$ cat src/rtl/uart_imem_loader.sv
// rtl/uart_imem_loader.sv - UART boot loader that writes a framed program image into instruction memory
//
// Receives 8N1 bytes on rx (oversampled by CLKS_PER_BIT), parses a frame
// {SYNC_BYTE, len_lo, len_hi, payload[4*len]} and writes the payload as
// little-endian 32-bit words to consecutive instruction-memory word addresses
// starting at 0. The core is held in reset (cpu_hold) while a frame is loaded.
//
// Optional build macro: LOADER_CHECKSUM_EN
//   When defined, each frame carries one trailing byte equal to the XOR of all
//   payload bytes; a mismatch sets err and suppresses done.
//
// Ports:
//   clk        in   system clock, posedge
//   rst        in   asynchronous active-high reset
//   rx         in   UART receive line, idles high
//   cpu_hold   out  high while a frame is being loaded
//   imem_we    out  one-cycle instruction-memory write strobe
//   imem_addr  out  [ADDR_W-1:0] word address of the write
//   imem_wdata out  [31:0] word to write
//   done       out  one-cycle pulse when a load completes successfully
//   err        out  sticky error flag, cleared by the next SYNC_BYTE
module uart_imem_loader #(
    parameter int         CLKS_PER_BIT = 868,
    parameter int         ADDR_W       = 14,
    parameter logic [7:0] SYNC_BYTE    = 8'hA5
) (
    input  logic              clk,
    input  logic              rst,
    input  logic              rx,
    output logic              cpu_hold,
    output logic              imem_we,
    output logic [ADDR_W-1:0] imem_addr,
    output logic [31:0]       imem_wdata,
    output logic              done,
    output logic              err
);

    localparam int              CNT_W   = $clog2(CLKS_PER_BIT);
    localparam logic [CNT_W-1:0] FULL_M1 = CNT_W'(CLKS_PER_BIT - 1);
    localparam logic [CNT_W-1:0] HALF_M1 = CNT_W'(CLKS_PER_BIT / 2 - 1);
    localparam logic [16:0]      DEPTH   = 17'(1 << ADDR_W);

    // ------------------------------------------------------------------
    // rx synchroniser; rx_prev gives the falling-edge detector its history
    // ------------------------------------------------------------------
    logic rx_meta, rx_sync, rx_prev;

    always_ff @(posedge clk or posedge rst) begin
        if (rst) begin
            rx_meta <= 1'b1;
            rx_sync <= 1'b1;
            rx_prev <= 1'b1;
        end else begin
            rx_meta <= rx;
            rx_sync <= rx_meta;
            rx_prev <= rx_sync;
        end
    end

    // ------------------------------------------------------------------
    // UART receiver
    // ------------------------------------------------------------------
    typedef enum logic [1:0] {R_IDLE, R_START, R_DATA, R_STOP} rx_state_t;

    rx_state_t        r_state, r_next;
    logic [CNT_W-1:0] r_cnt;
    logic [2:0]       r_bit;
    logic [7:0]       r_shift;
    logic             byte_valid;
    logic             frame_err;
    logic [7:0]       byte_data;
    logic             half_tick, full_tick;

    assign half_tick = (r_cnt == HALF_M1);
    assign full_tick = (r_cnt == FULL_M1);

    always_comb begin
        r_next = r_state;
        case (r_state)
            R_IDLE:  if (rx_prev && !rx_sync) r_next = R_START;
            // A start bit that is high again at mid-bit was a glitch.
            R_START: if (half_tick) r_next = rx_sync ? R_IDLE : R_DATA;
            R_DATA:  if (full_tick && r_bit == 3'd7) r_next = R_STOP;
            R_STOP:  if (full_tick) r_next = R_IDLE;
            default: r_next = R_IDLE;
        endcase
    end

    always_ff @(posedge clk or posedge rst) begin
        if (rst) begin
            r_state    <= R_IDLE;
            r_cnt      <= '0;
            r_bit      <= '0;
            r_shift    <= '0;
            byte_valid <= 1'b0;
            frame_err  <= 1'b0;
            byte_data  <= '0;
        end else begin
            r_state    <= r_next;
            byte_valid <= 1'b0;
            frame_err  <= 1'b0;
            // The counter restarts at mid start bit so every later sample
            // lands in the middle of its bit.
            if (r_state == R_IDLE || (r_state == R_START && half_tick) || full_tick)
                r_cnt <= '0;
            else
                r_cnt <= r_cnt + 1'b1;
            if (r_state == R_START)
                r_bit <= '0;
            if (r_state == R_DATA && full_tick) begin
                r_shift <= {rx_sync, r_shift[7:1]};
                r_bit   <= r_bit + 3'd1;
            end
            if (r_state == R_STOP && full_tick) begin
                if (rx_sync) begin
                    byte_valid <= 1'b1;
                    byte_data  <= r_shift;
                end else begin
                    frame_err <= 1'b1;
                end
            end
        end
    end

    // ------------------------------------------------------------------
    // Frame loader
    // ------------------------------------------------------------------
    typedef enum logic [2:0] {
        IDLE,
        LEN_LO,
        LEN_HI,
        DATA,
        WRITE,
`ifdef LOADER_CHECKSUM_EN
        CHECK,
`endif
        DONE
    } ld_state_t;

`ifdef LOADER_CHECKSUM_EN
    localparam ld_state_t END_STATE = CHECK;
    logic [7:0] csum;
`else
    localparam ld_state_t END_STATE = DONE;
`endif

    ld_state_t   l_state, l_next;
    logic [7:0]  len_lo;
    logic [15:0] len;
    logic [1:0]  byte_k;
    logic [16:0] word_cnt;
    logic [15:0] hdr_len;
    logic        is_sync;
    logic        len_too_big;
    logic        last_word;

    assign hdr_len     = {byte_data, len_lo};
    assign is_sync     = byte_valid && (byte_data == SYNC_BYTE);
    assign len_too_big = ({1'b0, hdr_len} > DEPTH);
    assign last_word   = ((word_cnt + 17'd1) == {1'b0, len});

    always_comb begin
        l_next = l_state;
        case (l_state)
            IDLE:   if (is_sync) l_next = LEN_LO;
            LEN_LO: if (byte_valid) l_next = LEN_HI;
            LEN_HI: begin
                if (byte_valid) begin
                    if (hdr_len == 16'd0)
                        l_next = END_STATE;
                    else if (len_too_big)
                        l_next = IDLE;
                    else
                        l_next = DATA;
                end
            end
            DATA:   if (byte_valid && byte_k == 2'd3) l_next = WRITE;
            WRITE:  l_next = last_word ? END_STATE : DATA;
`ifdef LOADER_CHECKSUM_EN
            CHECK:  if (byte_valid) l_next = (byte_data == csum) ? DONE : IDLE;
`endif
            DONE:   l_next = IDLE;
            default: l_next = IDLE;
        endcase
        // A broken byte aborts the frame; whatever was written stays written.
        if (frame_err && l_state != IDLE)
            l_next = IDLE;
    end

    assign cpu_hold = (l_state != IDLE) && (l_state != DONE);
    assign imem_we  = (l_state == WRITE);
    assign done     = (l_state == DONE);

    always_ff @(posedge clk or posedge rst) begin
        if (rst) begin
            l_state    <= IDLE;
            imem_addr  <= '0;
            imem_wdata <= '0;
            err        <= 1'b0;
            len_lo     <= '0;
            len        <= '0;
            byte_k     <= '0;
            word_cnt   <= '0;
`ifdef LOADER_CHECKSUM_EN
            csum       <= '0;
`endif
        end else begin
            l_state <= l_next;
            if (frame_err)
                err <= 1'b1;
            case (l_state)
                IDLE: begin
                    if (is_sync) begin
                        err       <= 1'b0;
                        imem_addr <= '0;
                        byte_k    <= '0;
                        word_cnt  <= '0;
`ifdef LOADER_CHECKSUM_EN
                        csum      <= '0;
`endif
                    end
                end
                LEN_LO: if (byte_valid) len_lo <= byte_data;
                LEN_HI: begin
                    if (byte_valid) begin
                        len <= hdr_len;
                        if (len_too_big)
                            err <= 1'b1;
                    end
                end
                DATA: begin
                    if (byte_valid) begin
                        imem_wdata[{byte_k, 3'b000} +: 8] <= byte_data;
                        byte_k <= byte_k + 2'd1;
`ifdef LOADER_CHECKSUM_EN
                        csum   <= csum ^ byte_data;
`endif
                    end
                end
                WRITE: begin
                    // Wraps to 0 after a full-depth image.
                    imem_addr <= imem_addr + 1'b1;
                    word_cnt  <= word_cnt + 17'd1;
                end
`ifdef LOADER_CHECKSUM_EN
                CHECK: if (byte_valid && byte_data != csum) err <= 1'b1;
`endif
                default: ;
            endcase
        end
    end

endmodule

$ cat config.mk
export PLATFORM = sky130hd
export DESIGN_NAME = uart_imem_loader
export DESIGN_NICKNAME = d
export VERILOG_FILES = /design/src/rtl/uart_imem_loader.sv
export SDC_FILE = /design/constraint.sdc
export NUM_CORES = 1
export LEC_CHECK = 0
export CAP_MARGIN = 20
export CORE_ASPECT_RATIO = 1.5
export CORE_MARGIN = 1
export CORE_UTILIZATION = 55
export DETAILED_ROUTE_END_ITERATION = 6
export PLACE_DENSITY = 0.82
export SLEW_MARGIN = 20
export SYNTH_ARGS = -nofsm -noshare
export SYNTH_HDL_FRONTEND = slang
export SYNTH_SLANG_ARGS = --single-unit
$ cat constraint.sdc
create_clock -name clk -period 5.3 [get_ports clk]
set_input_delay 1.06 -clock clk [delete_from_list [all_inputs] [get_ports clk]]
set_output_delay 1.06 -clock clk [all_outputs]
set_load 0.05 [all_outputs]
* Word level (Yosys, flattened, before mapping) *
Index checks and enable logic that the tools add are counted.

cells by class
  shift-type cells = 2
  bitwise operators = 0
  order comparisons = 1
  add/subtract/negate cells = 6
  div/mod/pow operators = 0
  reduce and logical (&&, ||, !) cells = 27
  muxes and demuxes = 35
  equal/unequal tests = 25
  multipliers = 0

operators with widths
  kind                      number
  $pmux W17 S2              1
  $bwmux W32                1
  $shift A8 B7 Y32 const A  1
  $shiftx A8 B7 Y32         1
  $pmux W14 S2              1
  $mux W3                   9
  $add A17 B1 Y17 const B   1
  $eq A17 B16 Y1            1
  $mux W17                  1
  $gt A16 B15 Y1 const B    1
  $logic_not A16 Y1         1
  $mux W2                   8
  $ne A3 B3 Y1 const B      5
  $pmux W3 S5               1
  $add A14 B1 Y14 const B   1
  $mux W14                  1
  $ne A2 B2 Y1 const B      6
  $add A10 B1 Y10 const B   1
  $eq A10 B10 Y1 const B    1
  $eq A10 B9 Y1 const B     1
  $mux W10                  1
  $reduce_and A2 Y1         5
  $eq A3 B3 Y1 const B      3
  $logic_and A1 B1 Y1       9
  20 further kinds          34

storage, ports and cells
  latch bits = 0
  register bits after elaboration = 129
  memory bits (read-only) = 0
  memories kept = 0
  memory bits (writable) = 0
  input bits = 3

* Depth between registers and ports, before layout *
Gate-level depths: netlist (run 1).

  depth in word-level cells = 6
  gate-level depth with buffers = 9
  mapped depth without buffers = 8

* Least setup slack after synthesis (run 1) *
No wires, ideal clock.

  path type = register -> output
  start point = register l_state[2]
  end point = output imem_we
  data arrival time = 1.787 ns
  required time = 4.240 ns
  cell stages (with the launch flop) = 6
  slack = 2.453 ns
  cells stage by stage = dfrtp_1 clkbuf_1 nand2_1 inv_1 clkbuf_1 clkbuf_1

on the way
  cells in the longest elaborated chain, start to end = 1

ends and longest elaborated chain
  what                    line  source
  start, declared         147   ld_state_t l_state, l_next;
  start signal, assigned  208   l_state <= l_next;
  $eq A3 B3 Y1            191   assign imem_we = (l_state == WRITE);
  end, declared           31    output logic imem_we,

Every way passes these cells.

* Worst setup path in the final report (run 1) *
  start point = register l_state[0]
  end point = output imem_we

Same word-level chain as after synthesis.

==> results of run 1 <==
## cells in the mapped netlist, types with 11 or more instances
master and instances:
nand2_1 130, dfrtp_1 126, o21ai_0 92, nor2_1 39
mux2_2 32, nand3_1 23, clkbuf_1 21, xnor2_1 20
nand4_1 13, a21oi_1 12, and3_1 11, ha_1 11
inv_1 11, xor2_1 11
## logic make-up after synthesis
family                   Yosys count
adder cells (fa/ha/maj)           11
multiplexers                      34
flip-flops                       129
AND/OR/NAND/NOR                  257
AO/OA/AOI/OAI                    138
buffers and inverters             42
XOR/XNOR                          32
## cell usage in the layout, fill, tap and decap left out, types with 2 or more instances in the layout
master,n
a211oi_1,2
a21oi_1,12
a31oi_1,9
and2_1,3
and3_1,11
and4_1,4
buf_4,5
bufinv_16,3
clkbuf_16,17
clkdlybuf4s50_1,52
clkinv_2,2
clkinv_4,3
dfrtp_1,126
dfstp_2,3
ha_1,11
inv_1,10
inv_6,5
mux2_2,32
mux2i_1,2
nand2_1,130
nand2b_1,5
nand3_1,23
nand4_1,13
nor2_1,39
nor3_1,8
nor3b_1,6
nor4_1,4
o2111ai_1,2
o21ai_0,92
o22a_1,2
o22ai_1,3
o31ai_1,8
or4_1,3
xnor2_1,20
xor2_1,11
## flip-flops by register name, indices dropped and copies added, names as in the netlist, 8 cells and up, named ones only
name        count
r_shift         8
r_cnt          10
imem_addr      14
byte_data       8
imem_wdata     32
len_lo          8
word_cnt       17
len            16
## through the flow
stage                     hold WS [ps]  instance area [sq um]  util, %
after CTS                          355                   7410     67.4
after detailed placement           347                   6790     61.8
after global placement             347                   6790     61.8
after floorplan                    345                   6210        -
after global routing               361                   7410     67.4
final                              355                   7410     67.4
## critical path, delay by kind of cell (launching register included)
kind | cells | cell delay (ps)
buffers and inverters | 3 | 1180
AND/OR/NAND/NOR | 2 | 310
flip-flops | 1 | 510
## routing by layer
metal  GRT usage (%)  part of all wire, %
met5               0                    0
met2            45.2                   54
met4            15.7                  4.3
met1            28.9                   37
met3            5.89                  4.2
## report_power, final
part           total [uW]  switching [uW]  internal (uW)
Clock                1210             449            759
Sequential           1050            34.8           1010
Combinational        80.6            49.3           31.3
## cell type report
class | instances | share of cell area [%]
clock inverters | 14 | 2.40
clock buffers | 18 | 5.92
well taps | 147 | 2.48
repair buffers | 57 | 7.53
multi-input cells | 472 | 37.4
flip-flops and latches | 129 | 43.6
inverters | 12 | 0.641
## final timing paths
check                             from       endpoint  cells after the start
setup / recovery            l_state[0]        imem_we                      5
hold / removal                 rx_meta        rx_sync                      0
setup reg to reg           word_cnt[0]     l_state[2]                      8
hold reg to reg                rx_meta        rx_sync                      0
max in group asynchronous          rst        rx_prev                      3
min in group asynchronous          rst  imem_addr[12]                      2
==> results.md, run 1 <==
* Placeable core area at roughly 11000 sq um
* Post-Synth Adder-Cell Area at under 10%
* Syn Nets at about 660
* Post-synth top area share at between 50% and 60%
* Post-Synthesis Cells at 643
* Fin cells at around 850
* Cell Pwr Density at about 320 nW/um^2
* Clk_lat worst skew at approximately 420 ps
* Die Area at around 12000 sq um
* Max VDD drop at about 0.00032 V
* CTS clk-pin slew, worst paths at around 60 ps
* 1st-iter DRT viols at 325
* Largest family of logic cells by synthesized area: simple AND/OR/NAND/NOR gates
* Clk_skew at approximately 7.5 ps
* Row count at 47
* Synth area leader: dfrtp_1
* Hold WC Path Type: reg2reg
* Total of max-cap violations at 0
* CTS buffer count at 17
* Avg Cell Area, Syn at 9.66 sq um
* Leak at 0.00326 uW
* Chip Height at around 130 um
* Final setup viols at 0
* # resized after CTS at 0
* ANT nets after route at 0
* Die X at about 90 um
* Number of antenna diodes at 0
* Slew Viols, Final at 0
* Worst path arrival time at 2420 ps
* Fin Setup TNS at 0 ps
* Routed vias/inst at between 5 and 6
* Post-synth EDFFs at 0
* Worst-Margin Slew at roughly 1000 ps
* Crit Path Class: reg2out
* FMAX at approximately 290 MHz
* DP HPWL at 9650 um
* Iteration count of the initial detailed-routing pass at 5
* Multi-input gate area at 2780 sq um
* Clock root buffer: clkbuf_16
* FF/Latch Area at between 3000 and 4000 sq um
* Htree depth at 4
* Worst Path Max Fanout at 36
* CP max-delay cell: clkdlybuf4s50_1
* # hold bufs at CTS at 0
* Top cells by area, synth: dfrtp_1, nand2_1, o21ai_0, mux2_2, xnor2_1
* Synth Flop Type: dfrtp_1
* I/O pins at between 50 and 60
* Fraction of the yosys area taken by sequential cells at 52.0%
* Hold Vio Cnt, Final at 0
* Setup slack at placement at roughly 2300 ps
* Min Tclk post-route at approximately 3500 ps
* Worst-path cell chain: nor2_1 > nand2_1 > buf_4 > inv_1 > clkdlybuf4s50_1
* Starting Density at ~57%
* Post-Synth Simple-Gate Area at 19.2%
* Port Buf Inserts at between 50 and 60
* Number of synthesized register bits at roughly 130
* Layout cell share with drive strength beyond 1 at ~11%
* Final wirelength at about 14000 um
* Tot Pwr at around 2300 uW
* Synthesis Warnings at 0
* Num Clock Sinks at 129
* Final Cycle Share at about 66%
* Worst EP required at 4240 ps
* Via Count at 5005
* R2R setup slack at about 2300 ps
* Slowest stage delay, CP at between 800 and 900 ps
* XOR/XNOR share of the synthesized area at under 10%
* FFs w/ async S/R, synth at 100%
* Routability cong. at 0.887
* Largest net degree at the start of global routing at 64
* Unique masters post-synth at 49
* Vias in the first global route at approximately 5k
* CP Launch Type: flop
* Post-CTS Setup Inserts at 0
* Global-route wire length before repair at 23500 um
* Slew HR at between 30% and 40%
* Setup crit end kind: output pin
* Initial antenna violation count at 0
* Final worst slack at approximately 1800 ps
* Synth Area in Compound Gates at between 10% and 20%
* Wire per inst at roughly 17 um
* CTS Buffer Depth at 2
* Placed cells at 817
* DRC viols at 0
* Final #Nets at about 700
* Area Overhead vs Synth at 19.3%
* Status: complete, no violations
* Post-synthesis cell area at about 6200 sq um
* Gr usage total at about a quarter
* Fillcell total at between 700 and 800
* Mux cell area share after synthesis at under 10%
* Grt ovf at 0
* CTS tree: done
* Unrepaired setup endpoints after global routing: no
No activity file was read; power rests on OpenSTA's default activity.
==> inputs of run 2 (changes only) <==
- CORE_UTILIZATION: 55 -> 52
- clock period: 5.3 -> 3 ns (I/O delays scaled with it)
==> run 2 against run 1 <==
Effect of this change:
- total power increased by 72%
- combinational power increased by 79%
- core utilization decreased by 2.7 points
- count of clock-buffer cells in the layout increased by 1
- non-clock buffer count increased by 12
- register-to-register slack got worse by 2100 ps
- critical path depth increased by 3
- largest power group unchanged
- highest routed layer unchanged
==> results.md, run 2 (same netlist as run 1, synthesis figures left out) <==
* Cell Pwr Density at 537 nW/um^2 (was 315 nW/um^2)
* Final core utilization at 64.7% (was 67.4%)
* Crit Path Class: reg2reg (was reg2out)
* Grt ovf at 0 (unchanged)
* CTS Buffer Depth at 2 (unchanged)
* Iteration count of the initial detailed-routing pass at 5 (unchanged)
* Routability cong. at 0.844 (was 0.887)
* Clk_skew at 7.96 ps (was 7.49 ps)
* Hold WC Path Type: reg2reg (unchanged)
* CP Launch Type: flop (unchanged)
* R2R setup slack at 170 ps (was 2310 ps)
* Regs by FF count: imem_wdata x32, word_cnt x17, len x16 (unchanged)
* Final Cycle Share at 94.3%
* RR Endpoint: l_state[2] (unchanged)
* Final setup viols at 0 (unchanged)
* Port Buf Inserts at 52 (unchanged)
* Die Area at 12400 sq um (was 11700 sq um)
* Worst EP required at 3330 ps (was 4240 ps)
* 1st-iter DRT viols at 241 (was 325)
* R2R depth at 8 (unchanged)
* FMAX at about 350 MHz
* Number of antenna diodes at 0 (unchanged)
* Initial antenna violation count at 0 (unchanged)
* Clock root buffer: clkbuf_16 (unchanged)
* Wire per inst at 16.8 um (about the same)
* Min Tclk post-route at approximately 2800 ps
* Worst r2r src: word_cnt[0] (unchanged)
* Placeable core area at 11600 sq um (was 11000 sq um)
* Register bank with the most flops: imem_wdata (unchanged)
* Setup crit end kind: flop (was output pin)
* Most frequent cells in the layout: nand2_1, dfrtp_1, o21ai_0 (unchanged)
* Final #Nets at 715 (was 703)
* Clk_lat worst skew at 420 ps (about the same)
* Max VDD drop at 0.000478 V (was 0.000323 V)
* DRC viols at 0 (unchanged)
* Hold Path Depth at 0 (unchanged)
* Slew Viols, Final at 0 (unchanged)
* Starting Density at 53.6% (was 56.5%)
* Largest register FFs at 32 (unchanged)
* Routed vias/inst at 5.79 (was 5.90)
* Num Clock Sinks at 129 (unchanged)
* Fin Setup TNS at 0 ps (unchanged)
* CTS clk-pin slew, worst paths at 60 ps (about the same)
* Hold Vio Cnt, Final at 0 (unchanged)
* ANT nets after route at 0 (unchanged)
* Final wirelength at 14500 um (was 14300 um)
* Post-CTS Setup Inserts at 0 (unchanged)
* Vias in the first global route at 5182 (was 5018)
* Area Overhead vs Synth at 20.7% (was 19.3%)
* CTS buffer count at 17 (unchanged)
* Layout cell share with drive strength beyond 1 at 12.7% (was 11.3%)
* Unrepaired setup endpoints after global routing: no (unchanged)
* DP HPWL at 9860 um (was 9650 um)
* Status: complete, no violations (unchanged)
* Leak at 0.00330 uW (was 0.00326 uW)
* Htree depth at 4 (unchanged)
* Critical path launch point: word_cnt[0] (was l_state[0])
* Total of max-cap violations at 0 (unchanged)
* # resized after CTS at 0 (unchanged)
* Gr usage total at 25.2% (was 26.3%)
* # hold bufs at CTS at 0 (unchanged)
* Most common cell after layout, fill and taps aside: nand2_1 (unchanged)
* CP endpoint: l_state[2] (was imem_we)
* Worst path arrival time at 3160 ps (was 2420 ps)
* Row count at 48 (was 47)
* Worst Path Max Fanout at 8 (was 36)
* Slew HR at 42.0% (was 32.0%)
* Die X at 91.3 um (was 88.8 um)
* Global-route wire length before repair at 24300 um (was 23500 um)
* I/O pins at 53 (unchanged)
* Worst-Margin Slew at 869 ps (was 1010 ps)
* CTS tree: done (unchanged)
* Chip Height at 136 um (was 132 um)
* Largest net degree at the start of global routing at 80 (was 64)
* Via Count at 5000 (was 5005)
run 2: changes by cell type in the layout (fill, tap and decap cells not counted), sizes merged:
cell / before / now
inv: 16 / 11
clkdlybuf4s50: 52 / 51
clkinvlp: 1 / 6
bufinv: 3 / 2
clkbuf: 18 / 19
buf: 5 / 18
run 2: how the worst min path moves through the flow:
stage | start | end | slack, ps
3_5_place_dp | rx_meta | rx_sync | 360
4_1_cts | rx_meta | rx_sync | 360
5_1_grt | rx_meta | rx_sync | 370
6_report | rx_meta | rx_sync | 360
2_1_floorplan | rx_meta | rx_sync | 350
3_3_place_gp | rx_meta | rx_sync | 350
run 2: per-layer routing:
layer	GRT usage, %	part of all wire (%)	vias to the layer above
met4	15.3	4.1	0
met1	27.6	39	2449
met3	5.26	3.8	51
met5	0	0	-
met2	44.9	53	136
li1	-	-	2364
run 2: where the power goes:
part	switching (uW)	internal (uW)	total [uW]
Sequential	63.1	1790	1850
Clock	767	1260	2030
Combinational	87.3	56.9	144
Total	917	3110	4030
run 2: layout make-up:
cell class              count  area [sq um]
clock buffers              19           453
clock inverters            13           135
fillers                   861          4090
inverters                  12          48.8
multi-input cells         472          2770
flip-flops and latches    129          3230
well taps                 150           188
repair buffers             69           671
run 2: critical path, stage by stage (launching register included):
cell       delay [ps]
dfrtp_1           430
ha_1              190
and3_1            350
and3_4            270
xnor2_1           110
o2111ai_1         120
or4_1             560
or4_1             540
a21oi_1           160
run 2: metrics by stage:
stage | power [uW] | instance area (sq um) | instances | setup WS, ps | hold WS [ps]
finish | 4030 | 7500 | 864 | 170 | 362
global route | 4160 | 7500 | 864 | 0.0828 | 370
detailed placement | 2020 | 6910 | 832 | 217 | 356
CTS | 4040 | 7500 | 864 | 201 | 362
global placement | 2010 | 6910 | 832 | 268 | 347
floorplan | 1980 | 6220 | 643 | 378 | 345
==> inputs of run 3 (changes only) <==
- SETUP_SLACK_MARGIN: default -> 0.15
==> run 3 against run 2 <==
Effect of this change:
- total power barely moved
- cell count unchanged
- clock skew is 1.4 ps higher
- clock power hardly changed
- sequential power about the same
- combinational power is essentially flat
- wire length down 0.39%
- worst setup slack gained 120 ps
- cell area barely moved
- non-clock buffer count unchanged
- highest routed layer unchanged
==> results.md, run 3 (same netlist as run 1, synthesis figures left out) <==
* Status: complete, no violations (unchanged)
* Starting Density at 53.6% (unchanged)
* Port Buf Inserts at 52 (unchanged)
* Switching share of power at 22.7% (was 22.8%)
* Met2 wire length at 7710 um (was 7670 um)
* Fin Setup TNS at 0 ps (unchanged)
* Routed vias/inst at 5.84 (was 5.79)
* Unrepaired setup endpoints after global routing: no (unchanged)
* Largest register FFs at 32 (unchanged)
* Worst EP required at 3330 ps (about the same)
* CTS tree: done (unchanged)
* Routability cong. at 0.844 (unchanged)
* Hold Startpoint: rx_meta (unchanged)
* Chip Height at 136 um (unchanged)
* Reg power frac at 46.1% (was 46.0%)
* Cell Pwr Density at 536 nW/um^2 (was 537 nW/um^2)
* Htree depth at 4 (unchanged)
* Area Overhead vs Synth at 20.7% (about the same)
* Leak at 0.00330 uW (about the same)
* DP HPWL at 9860 um (unchanged)
* Int Power at 3110 uW (about the same)
* Num Clock Sinks at 129 (unchanged)
* Clock root buffer: clkbuf_16 (unchanged)
* Met1 wire length at 5580 um (was 5720 um)
* R2R depth at 8 (unchanged)
* CTS clk-pin slew, worst paths at 60 ps (about the same)
* Layout cell share with drive strength beyond 1 at 13.2% (was 12.7%)
* Global-route wire length before repair at 24300 um (unchanged)
* Number of antenna diodes at 0 (unchanged)
* Clk_lat worst skew at 410 ps (was 420 ps)
* Setup slack at placement at 217 ps (unchanged)
* Gr usage total at 25.2% (unchanged)
* Max VDD drop at 0.000477 V (was 0.000478 V)
* Grt ovf at 0 (unchanged)
* Wire per inst at 16.8 um (about the same)
* Hold WC Path Type: reg2reg (unchanged)
* Slew HR at 41.7% (was 42.0%)
* Multi-input gate area at 2770 sq um (about the same)
* Hold Path Depth at 0 (unchanged)
* CTS buffer count at 17 (unchanged)
* Hold WS at 362 ps (about the same)
* 1st-iter DRT viols at 269 (was 241)
* Vias in the first global route at 5182 (unchanged)
* Final #Nets at 715 (unchanged)
* Most common cell after layout, fill and taps aside: nand2_1 (unchanged)
* Worst Path Max Fanout at 8 (unchanged)
* Register bank with the most flops: imem_wdata (unchanged)
* I/O pins at 53 (unchanged)
* DRC viols at 0 (unchanged)
* Row count at 48 (unchanged)
* Placeable core area at 11600 sq um (unchanged)
* FF/Latch Area at 3230 sq um (about the same)
* Final worst slack at 294 ps (was 170 ps)
* Post-CTS Setup Inserts at 0 (unchanged)
* Iteration count of the initial detailed-routing pass at 7 (was 5)
* Die Area at 12400 sq um (unchanged)
* Most frequent cells in the layout: nand2_1, dfrtp_1, o21ai_0 (unchanged)
* # hold bufs at CTS at 0 (unchanged)
* Fillcell total at 859 (was 861)
* Clk_skew at 9.38 ps (was 7.96 ps)
* Worst-Margin Slew at 873 ps (was 869 ps)
* Hold Vio Cnt, Final at 0 (unchanged)
* Setup crit end kind: flop (unchanged)
* NetSw at 913 uW (was 917 uW)
* Crit Path Class: reg2reg (unchanged)
* CTS Buffer Depth at 2 (unchanged)
* FMAX at 369 MHz (was 353 MHz)
* Clock power frac at 50.3% (was 50.4%)
* Min Tclk post-route at 2710 ps (was 2830 ps)
* Final wirelength at 14500 um (about the same)
* Via Count at 5045 (was 5000)
* Regs by FF count: imem_wdata x32, word_cnt x17, len x16 (unchanged)
* # resized after CTS at 0 (unchanged)
* Slew Viols, Final at 0 (unchanged)
* Tot Pwr at 4020 uW (was 4030 uW)
* CP Launch Type: flop (unchanged)
* Largest net degree at the start of global routing at 80 (unchanged)
* Worst r2r src: word_cnt[0] (unchanged)
* Critical path launch point: word_cnt[0] (unchanged)
* Die X at 91.3 um (unchanged)
* Worst path arrival time at 3030 ps (was 3160 ps)
* Final Cycle Share at 90.2% (was 94.3%)
* Final setup viols at 0 (unchanged)
* Total of max-cap violations at 0 (unchanged)
* Placed cells at 832 (unchanged)
* Initial antenna violation count at 0 (unchanged)
* Fin cells at 864 (unchanged)
* Highest routed layer: met4 (unchanged)
* WL met3 at 587 um (was 558 um)
* Gate power share at 3.6% (about the same)
* ANT nets after route at 0 (unchanged)
run 3: final timing paths:
path,to,slack [ps]
worst max-delay path,l_state[2],290
worst min-delay path,rx_sync,360
worst max register to register,l_state[2],290
worst min register to register,rx_sync,360
max in group asynchronous,word_cnt[0],1590
min in group asynchronous,imem_wdata[20],600
run 3: per-layer routing:
metal / GRT usage, % / up-vias
met1: 27.6 / 2469
met4: 15.3 / 0
met2: 44.9 / 159
li1: - / 2369
met3: 5.26 / 48
met5: 0 / -
run 3: power by group through the flow:
stage | combinational (uW) | sequential (uW) | clock (uW)
detailed placement | 146 | 1880 | 0
global route | 174 | 1860 | 2130
CTS | 149 | 1850 | 2040
floorplan | 113 | 1870 | 0
finish | 145 | 1850 | 2020
global placement | 139 | 1880 | 0
run 3: per-stage QoR:
stage | util, % | cell area (sq um)
2_1_floorplan | - | 6220
3_3_place_gp | 59.6 | 6910
3_5_place_dp | 59.6 | 6910
4_1_cts | 64.7 | 7500
5_1_grt | 64.7 | 7500
6_report | 64.7 | 7500
run 3: critical path: stages, from the launching register on:
cell and delay, ps:
dfrtp_2 440, ha_1 220, and3_2 250, and3_4 210
xnor2_1 130, o2111ai_1 120, or4_1 560, or4_1 540
a21oi_1 160
run 3: area by class of cell:
cell class                      count  share of cell area [%]
Timing Repair Buffer               69                    8.94
Sequential cell                   129                    43.1
Clock inverter                     13                    1.80
Tap cell                          150                    2.50
Clock buffer                       19                    6.04
Inverter                           12                   0.651
Multi-Input combinational cell    472                    37.0
